<file path="src/rtl/ash_sequencer_pkg.sv">
// Shared definitions for the ASH/ASHC sequencer: FSM encodings, condition-code
// bit positions and the shift-count magnitude helper.
package ash_sequencer_pkg;

  typedef enum logic [1:0] {
    ST_IDLE = 2'd0,
    ST_RUN  = 2'd1,
    ST_DONE = 2'd2
  } ash_state_e;

  localparam int CC_N = 3;
  localparam int CC_Z = 2;
  localparam int CC_V = 1;
  localparam int CC_C = 0;

  // Magnitude of a 6-bit two's-complement count; -32 maps to 6'd32.
  function automatic logic [5:0] abs_count(input logic [5:0] cnt);
    return cnt[5] ? (~cnt + 6'd1) : cnt;
  endfunction

endpackage

</file>
<file path="src/rtl/ash_step.sv">
// 32-bit one-bit-per-cycle arithmetic shifter with carry/overflow capture.
// Exposes the value each register takes on the coming edge.
module ash_step (
  input  logic        clk,
  input  logic        reset,
  input  logic        load,
  input  logic        step,
  input  logic        dir,
  input  logic        ashc,
  input  logic [31:0] load_val,
  output logic [31:0] acc_d,
  output logic        c_d,
  output logic        v_d
);

  logic [31:0] acc_r;
  logic        c_r;
  logic        v_r;

  // Next shifter state: load clears C/V; left steps accumulate sign changes.
  always_comb begin
    acc_d = acc_r;
    c_d   = c_r;
    v_d   = v_r;
    if (load) begin
      acc_d = load_val;
      c_d   = 1'b0;
      v_d   = 1'b0;
    end else if (step) begin
      if (dir) begin
        acc_d = {acc_r[31], acc_r[31:1]};
        // ASH keeps its operand in the high half, so bit 16 is its LSB.
        c_d   = ashc ? acc_r[0] : acc_r[16];
      end else begin
        acc_d = {acc_r[30:0], 1'b0};
        c_d   = acc_r[31];
        v_d   = v_r | (acc_r[31] ^ acc_r[30]);
      end
    end else begin
      acc_d = acc_r;
    end
  end

  // Shifter registers.
  always_ff @(posedge clk or negedge reset) begin
    if (!reset) begin
      acc_r <= 32'd0;
      c_r   <= 1'b0;
      v_r   <= 1'b0;
    end else begin
      acc_r <= acc_d;
      c_r   <= c_d;
      v_r   <= v_d;
    end
  end

endmodule

</file>
<file path="src/rtl/ash_sequencer.sv">
// PDP-11 ASH/ASHC multi-cycle controller: latches a request, steps the shifter
// |count| times, then presents result and N/Z/V/C with a one-cycle done pulse.
module ash_sequencer
  import ash_sequencer_pkg::*;
(
  input  logic        clk,
  input  logic        reset,
  input  logic        start,
  input  logic        is_ashc,
  input  logic [5:0]  count,
  input  logic [15:0] src_hi,
  input  logic [15:0] src_lo,
  output logic        busy,
  output logic        done,
  output logic [15:0] res_hi,
  output logic [15:0] res_lo,
  output logic [3:0]  cc
);

  ash_state_e  state_r, state_nxt;
  logic [5:0]  steps_r;
  logic [5:0]  abs_s;
  logic        dir_r, ashc_r;
  logic [15:0] src_lo_r;
  logic        load_s, step_s, finish_s, ashc_s;
  logic [15:0] lo_s;
  logic [31:0] acc_d;
  logic        c_d, v_d;
  logic [3:0]  cc_s;

  assign abs_s = abs_count(count);

  ash_step u_step (
    .clk      (clk),
    .reset    (reset),
    .load     (load_s),
    .step     (step_s),
    .dir      (dir_r),
    .ashc     (ashc_r),
    .load_val (is_ashc ? {src_hi, src_lo} : {src_hi, 16'h0000}),
    .acc_d    (acc_d),
    .c_d      (c_d),
    .v_d      (v_d)
  );

  // Next-state and shifter control.
  always_comb begin
    state_nxt = state_r;
    load_s    = 1'b0;
    step_s    = 1'b0;
    case (state_r)
      ST_IDLE: begin
        if (start) begin
          load_s    = 1'b1;
          state_nxt = (abs_s == 6'd0) ? ST_DONE : ST_RUN;
        end else begin
          state_nxt = ST_IDLE;
        end
      end
      ST_RUN: begin
        step_s    = 1'b1;
        state_nxt = (steps_r == 6'd1) ? ST_DONE : ST_RUN;
      end
      ST_DONE: state_nxt = ST_IDLE;
      default: state_nxt = ST_IDLE;
    endcase
  end

  // Zero-count requests finish straight from IDLE, so take mode/low word live then.
  always_comb begin
    finish_s = (state_nxt == ST_DONE);
    ashc_s   = load_s ? is_ashc : ashc_r;
    lo_s     = load_s ? src_lo : src_lo_r;
    cc_s       = 4'b0000;
    cc_s[CC_N] = acc_d[31];
    cc_s[CC_Z] = ashc_s ? (acc_d == 32'd0) : (acc_d[31:16] == 16'd0);
    cc_s[CC_V] = v_d;
    cc_s[CC_C] = c_d;
  end

  // FSM state, step counter and latched operation.
  always_ff @(posedge clk or negedge reset) begin
    if (!reset) begin
      state_r  <= ST_IDLE;
      steps_r  <= 6'd0;
      dir_r    <= 1'b0;
      ashc_r   <= 1'b0;
      src_lo_r <= 16'd0;
    end else begin
      state_r <= state_nxt;
      if (load_s) begin
        steps_r  <= abs_s;
        dir_r    <= count[5];
        ashc_r   <= is_ashc;
        src_lo_r <= src_lo;
      end else if (step_s) begin
        steps_r <= steps_r - 6'd1;
      end
    end
  end

  // Registered outputs; results update only on entry to DONE and hold otherwise.
  always_ff @(posedge clk or negedge reset) begin
    if (!reset) begin
      busy   <= 1'b0;
      done   <= 1'b0;
      res_hi <= 16'd0;
      res_lo <= 16'd0;
      cc     <= 4'b0000;
    end else begin
      busy <= (state_nxt != ST_IDLE);
      done <= finish_s;
      if (finish_s) begin
        res_hi <= acc_d[31:16];
        res_lo <= ashc_s ? acc_d[15:0] : lo_s;
        cc     <= cc_s;
      end
    end
  end

endmodule
</file>
<file path="config.mk">
export PLATFORM = sky130hd
export DESIGN_NAME = ash_sequencer
export DESIGN_NICKNAME = d
export VERILOG_FILES = /design/src/rtl/ash_sequencer_pkg.sv /design/src/rtl/ash_step.sv /design/src/rtl/ash_sequencer.sv
export SDC_FILE = /design/constraint.sdc
export NUM_CORES = 1
export LEC_CHECK = 0
export CAP_MARGIN = 15
export CORE_MARGIN = 4
export CORE_UTILIZATION = 59
export DETAILED_ROUTE_END_ITERATION = 6
export HOLD_SLACK_MARGIN = 0.08
export PLACE_DENSITY = 0.88
export SETUP_SLACK_MARGIN = 0.3
export SKIP_CTS_REPAIR_TIMING = 1
export SYNTH_ARGS = -nofsm -noshare
export SYNTH_HDL_FRONTEND = slang
export SYNTH_HIERARCHICAL = 1
export SYNTH_SLANG_ARGS = --single-unit
</file>
<file path="constraint.sdc">
create_clock -name clk -period 4.4 [get_ports clk]
set_input_delay 0.88 -clock clk [delete_from_list [all_inputs] [get_ports clk]]
set_output_delay 0.88 -clock clk [all_outputs]
set_load 0.01 [all_outputs]
</file>
==> impl_metrics.yaml <==
sta:
  clock_skew_ns: 0.00869
  finalCritPeriodShare_pct: 84.4
  min_period_ns: 3.71
  slew-limit-headroom_pct: 22.7
  setup_violations: 0
  rsz0062_at_grt: "false"
  worst_pin_slew_ns: 1.15
  hold_viol: 0
  slew_viol_final: 0
  fin_tns_setup_ns: 0
  fmax_mhz: 269
critical_path:
  worstReg2RegEnd: "cc[2]"
  critical_path_buf_inv_count: 2
  cp_data_required_time_ns: 4.64
  end_kind: "flop"
  crit_cells: 9
  startpoint_type: "primary input"
  timing.rr.start: "state_r[1]"
  cp_cell_sequence: "clkdlybuf4s50_1 > or3b_1 > clkinv_1 > nor2_2 > a221o_1 > nor4_1 > nand4_1 > a21oi_1 > mux2_4"
  max_stage_delay_ns: 1.02
  r2r_cells: 8
  cp.arrival_ns: 3.95
  critPathLaunch: "start"
  r2r_slack_ns: 1.19
  worst_path_max_delay_cell: "nor2_2"
  crit_family: "simple AND/OR/NAND/NOR gates"
  cp-endpoint: "cc[2]"
  path_class: "primary input to flop"
  path_max_fanout: 28
pwr:
  ir_drop_uv: 424
  p_per_area_mw_per_mm2: 681
  power_leakage_uw: 0.00285
status:
  status: "finished, final reports clean"
clocking:
  h-tree-depth: 3
  cts.sinks: 97
  root_buffer: "clkbuf_8"
  clock_path_buffers: 2
  clkSlewWorstSetupHoldPaths_ns: 0.08
  clock_latency_ns: 0.35
  cts_tree: "done"
  numCtsBuffers: 9
floorplan:
  initial_core_util_pct: 61.2
  die_area_mm2: 0.0107
  core_mm2: 0.00876
  die_h_um: 103
  ios: 80
  row_count: 34
  die_w_um: 103
global_route:
  grt_antenna_before_repair: 0
  grt.total_usage_pct: 24.2
  gr-total-overflow: 0
  grt_max_degree: 66
  grt_pass1_wl_mm: 20.2
  grt_pass1_vias: 4012
route:
  drc: 0
  vias_per_cell: 5.99
  wl_mm: 12.2
  detail-route-antenna-nets: 0
  avgRoutedWirePerCell_um: 18.5
  num_vias: 3954
  firstDrtPassIters: 6
  drtIter0Drc: 282
yosys:
  async_flop_share_pct: 100
  synth_warnings: 6
  avgSynthCellArea_um2: 11.1
  yosysSeqAreaShare_pct: 45.3
  synth_fp_nets: 528
  ys_types: 54
  syn_inst: 483
  netlist_area_mm2: 0.00536
  ys.flop_type: "dfrtp_1"
  synth-seq-cells: 97
  synth-edff-count: 0
placed_design:
  port_buffers: 79
  gp_congestion: 0.950
  hpwl_mm: 8.29
final_layout:
  syn_to_final_growth_pct: 17.4
  final_util_pct: 71.8
  antenna-diode-count: 0
  drive_gt1_share_pct: 17.4
  layout.nets: 594
run:
  max-cap-violations: 0
min_path:
  min_path_type: "flop to flop"
==> report_power, final <==
| group | internal, uW | leakage (uW) | total (uW) | switching [uW] |
|---|---|---|---|---|
| clock | 272 | 0.0000913 | 564 | 292 |
| sequential | 1280 | 0.00122 | 1650 | 364 |
| combinational | 1160 | 0.00153 | 2070 | 918 |
| total | 2710 | 0.00285 | 4290 | 1570 |
==> layout make-up <==
class / count / area [um^2]
inverter: 11 / 41.3
clock buffer: 11 / 141
multi-input combinational: 343 / 2650
clock inverter: 3 / 42.5
timing repair buffer: 87 / 861
tap: 108 / 135
sequential: 97 / 2430
fill: 637 / 2470
==> kinds of logic after synthesis <==
family / Yosys count / synth area share, %
muxes: 70 / 18.2
and+or+nand+nor: 192 / 18.3
buffers and inverters: 43 / 5.42
adders and majority gates: 3 / 0.700
xor gates and xnor gates: 3 / 0.490
AOI/OAI and AO/OA: 75 / 11.6
DFF: 97 / 45.3
==> how the worst min path moves through the flow <==
stage,start,endpoint,slack (ns),cells past startpoint
final,src_lo_r[7],src_lo_r[7],0.48,2
after CTS,src_lo_r[7],src_lo_r[7],0.48,2
after global placement,src_lo_r[10],src_lo_r[10],0.46,2
after detailed placement,src_lo_r[9],src_lo_r[9],0.46,2
after floorplan,src_lo_r[0],src_lo_r[0],0.45,2
after global routing,src_lo_r[7],src_lo_r[7],0.50,2
==> layout by cell type, fill, tap and decap left out, types with 2 or more instances in the layout <==
cell type | netlist | layout
clkdlybuf4s50_1 | 0 | 78
clkbuf_8 | 0 | 10
o221ai_1 | 3 | 3
o31ai_1 | 2 | 2
ha_1 | 3 | 3
a221o_1 | 28 | 28
a21oi_1 | 7 | 7
nor2b_1 | 4 | 3
buf_4 | 4 | 8
mux2_2 | 11 | 11
mux2_4 | 51 | 51
inv_1 | 10 | 10
and2_1 | 44 | 44
a221oi_1 | 3 | 3
mux2i_1 | 6 | 6
o21ai_0 | 5 | 5
nand4_1 | 2 | 2
xnor2_1 | 2 | 2
or3b_1 | 2 | 2
nor4_1 | 10 | 10
and2b_2 | 3 | 3
dfrtp_1 | 97 | 96
a31oi_1 | 2 | 2
nand3_1 | 4 | 4
nand2b_1 | 9 | 9
nor3_1 | 2 | 2
nor2_1 | 43 | 43
nand2_1 | 58 | 58
o22ai_1 | 18 | 18
==> worst min-delay path, stage by stage, from the launching register on <==
cell and delay [ns]:
dfrtp_1 0.35, nand2_1 0.05, nand2_1 0.06
==> synth_stat cells (3+ instances only) <==
cell	instances	share of area, %
ha_1	3	0.70
inv_1	10	0.70
o221ai_1	3	0.49
and2b_2	3	0.49
buf_4	4	0.56
mux2i_1	6	1.1
and2_1	44	5.1
nor2_1	43	3.0
dfrtp_1	97	45
buf_6	3	0.63
nor2b_1	4	0.47
buf_12	5	1.9
o22ai_1	18	2.1
nor4_1	10	1.2
a221o_1	28	5.2
mux2_4	51	14
nand2b_1	9	1.1
a221oi_1	3	0.49
o21ai_0	5	0.47
a21oi_1	7	0.65
mux2_2	11	2.3
clkbuf_1	11	0.77
buf_2	8	0.75
nand3_1	4	0.37
nand2_1	58	4.1
==> per-layer routing <==
metal / GRT usage, % / share of wire, %
met1: 34.9 / 45
met5: 0 / 0
met2: 38.2 / 48
met3: 4.09 / 5.6
met4: 6.27 / 1.6
==> sequential cells by signal (all words and copies together) (netlist names) <==
register and count:
ashc_r 1, u_step/c_r 1, src_lo_r 16, done 1, u_step/v_r 1, u_step/acc_r 32
cc 3, res_hi 16, res_lo 16, dir_r 1, state_r 2, steps_r 6
busy 1
==> stage by stage <==
| stage | power (uW) | hold WS [ns] | instances | area, um^2 | worst slack, ns |
|---|---|---|---|---|---|
| after floorplan | 3040 | 0.446 | 483 | 5360 | 0.879 |
| after detailed placement | 3710 | 0.463 | 646 | 6110 | 0.339 |
| after global routing | 4570 | 0.498 | 660 | 6290 | 0.440 |
| final | 4290 | 0.481 | 660 | 6290 | 0.688 |
| after global placement | 3640 | 0.458 | 646 | 6110 | 0.480 |
| after CTS | 4290 | 0.484 | 660 | 6290 | 0.715 |
(Power assumes the default switching activity.)
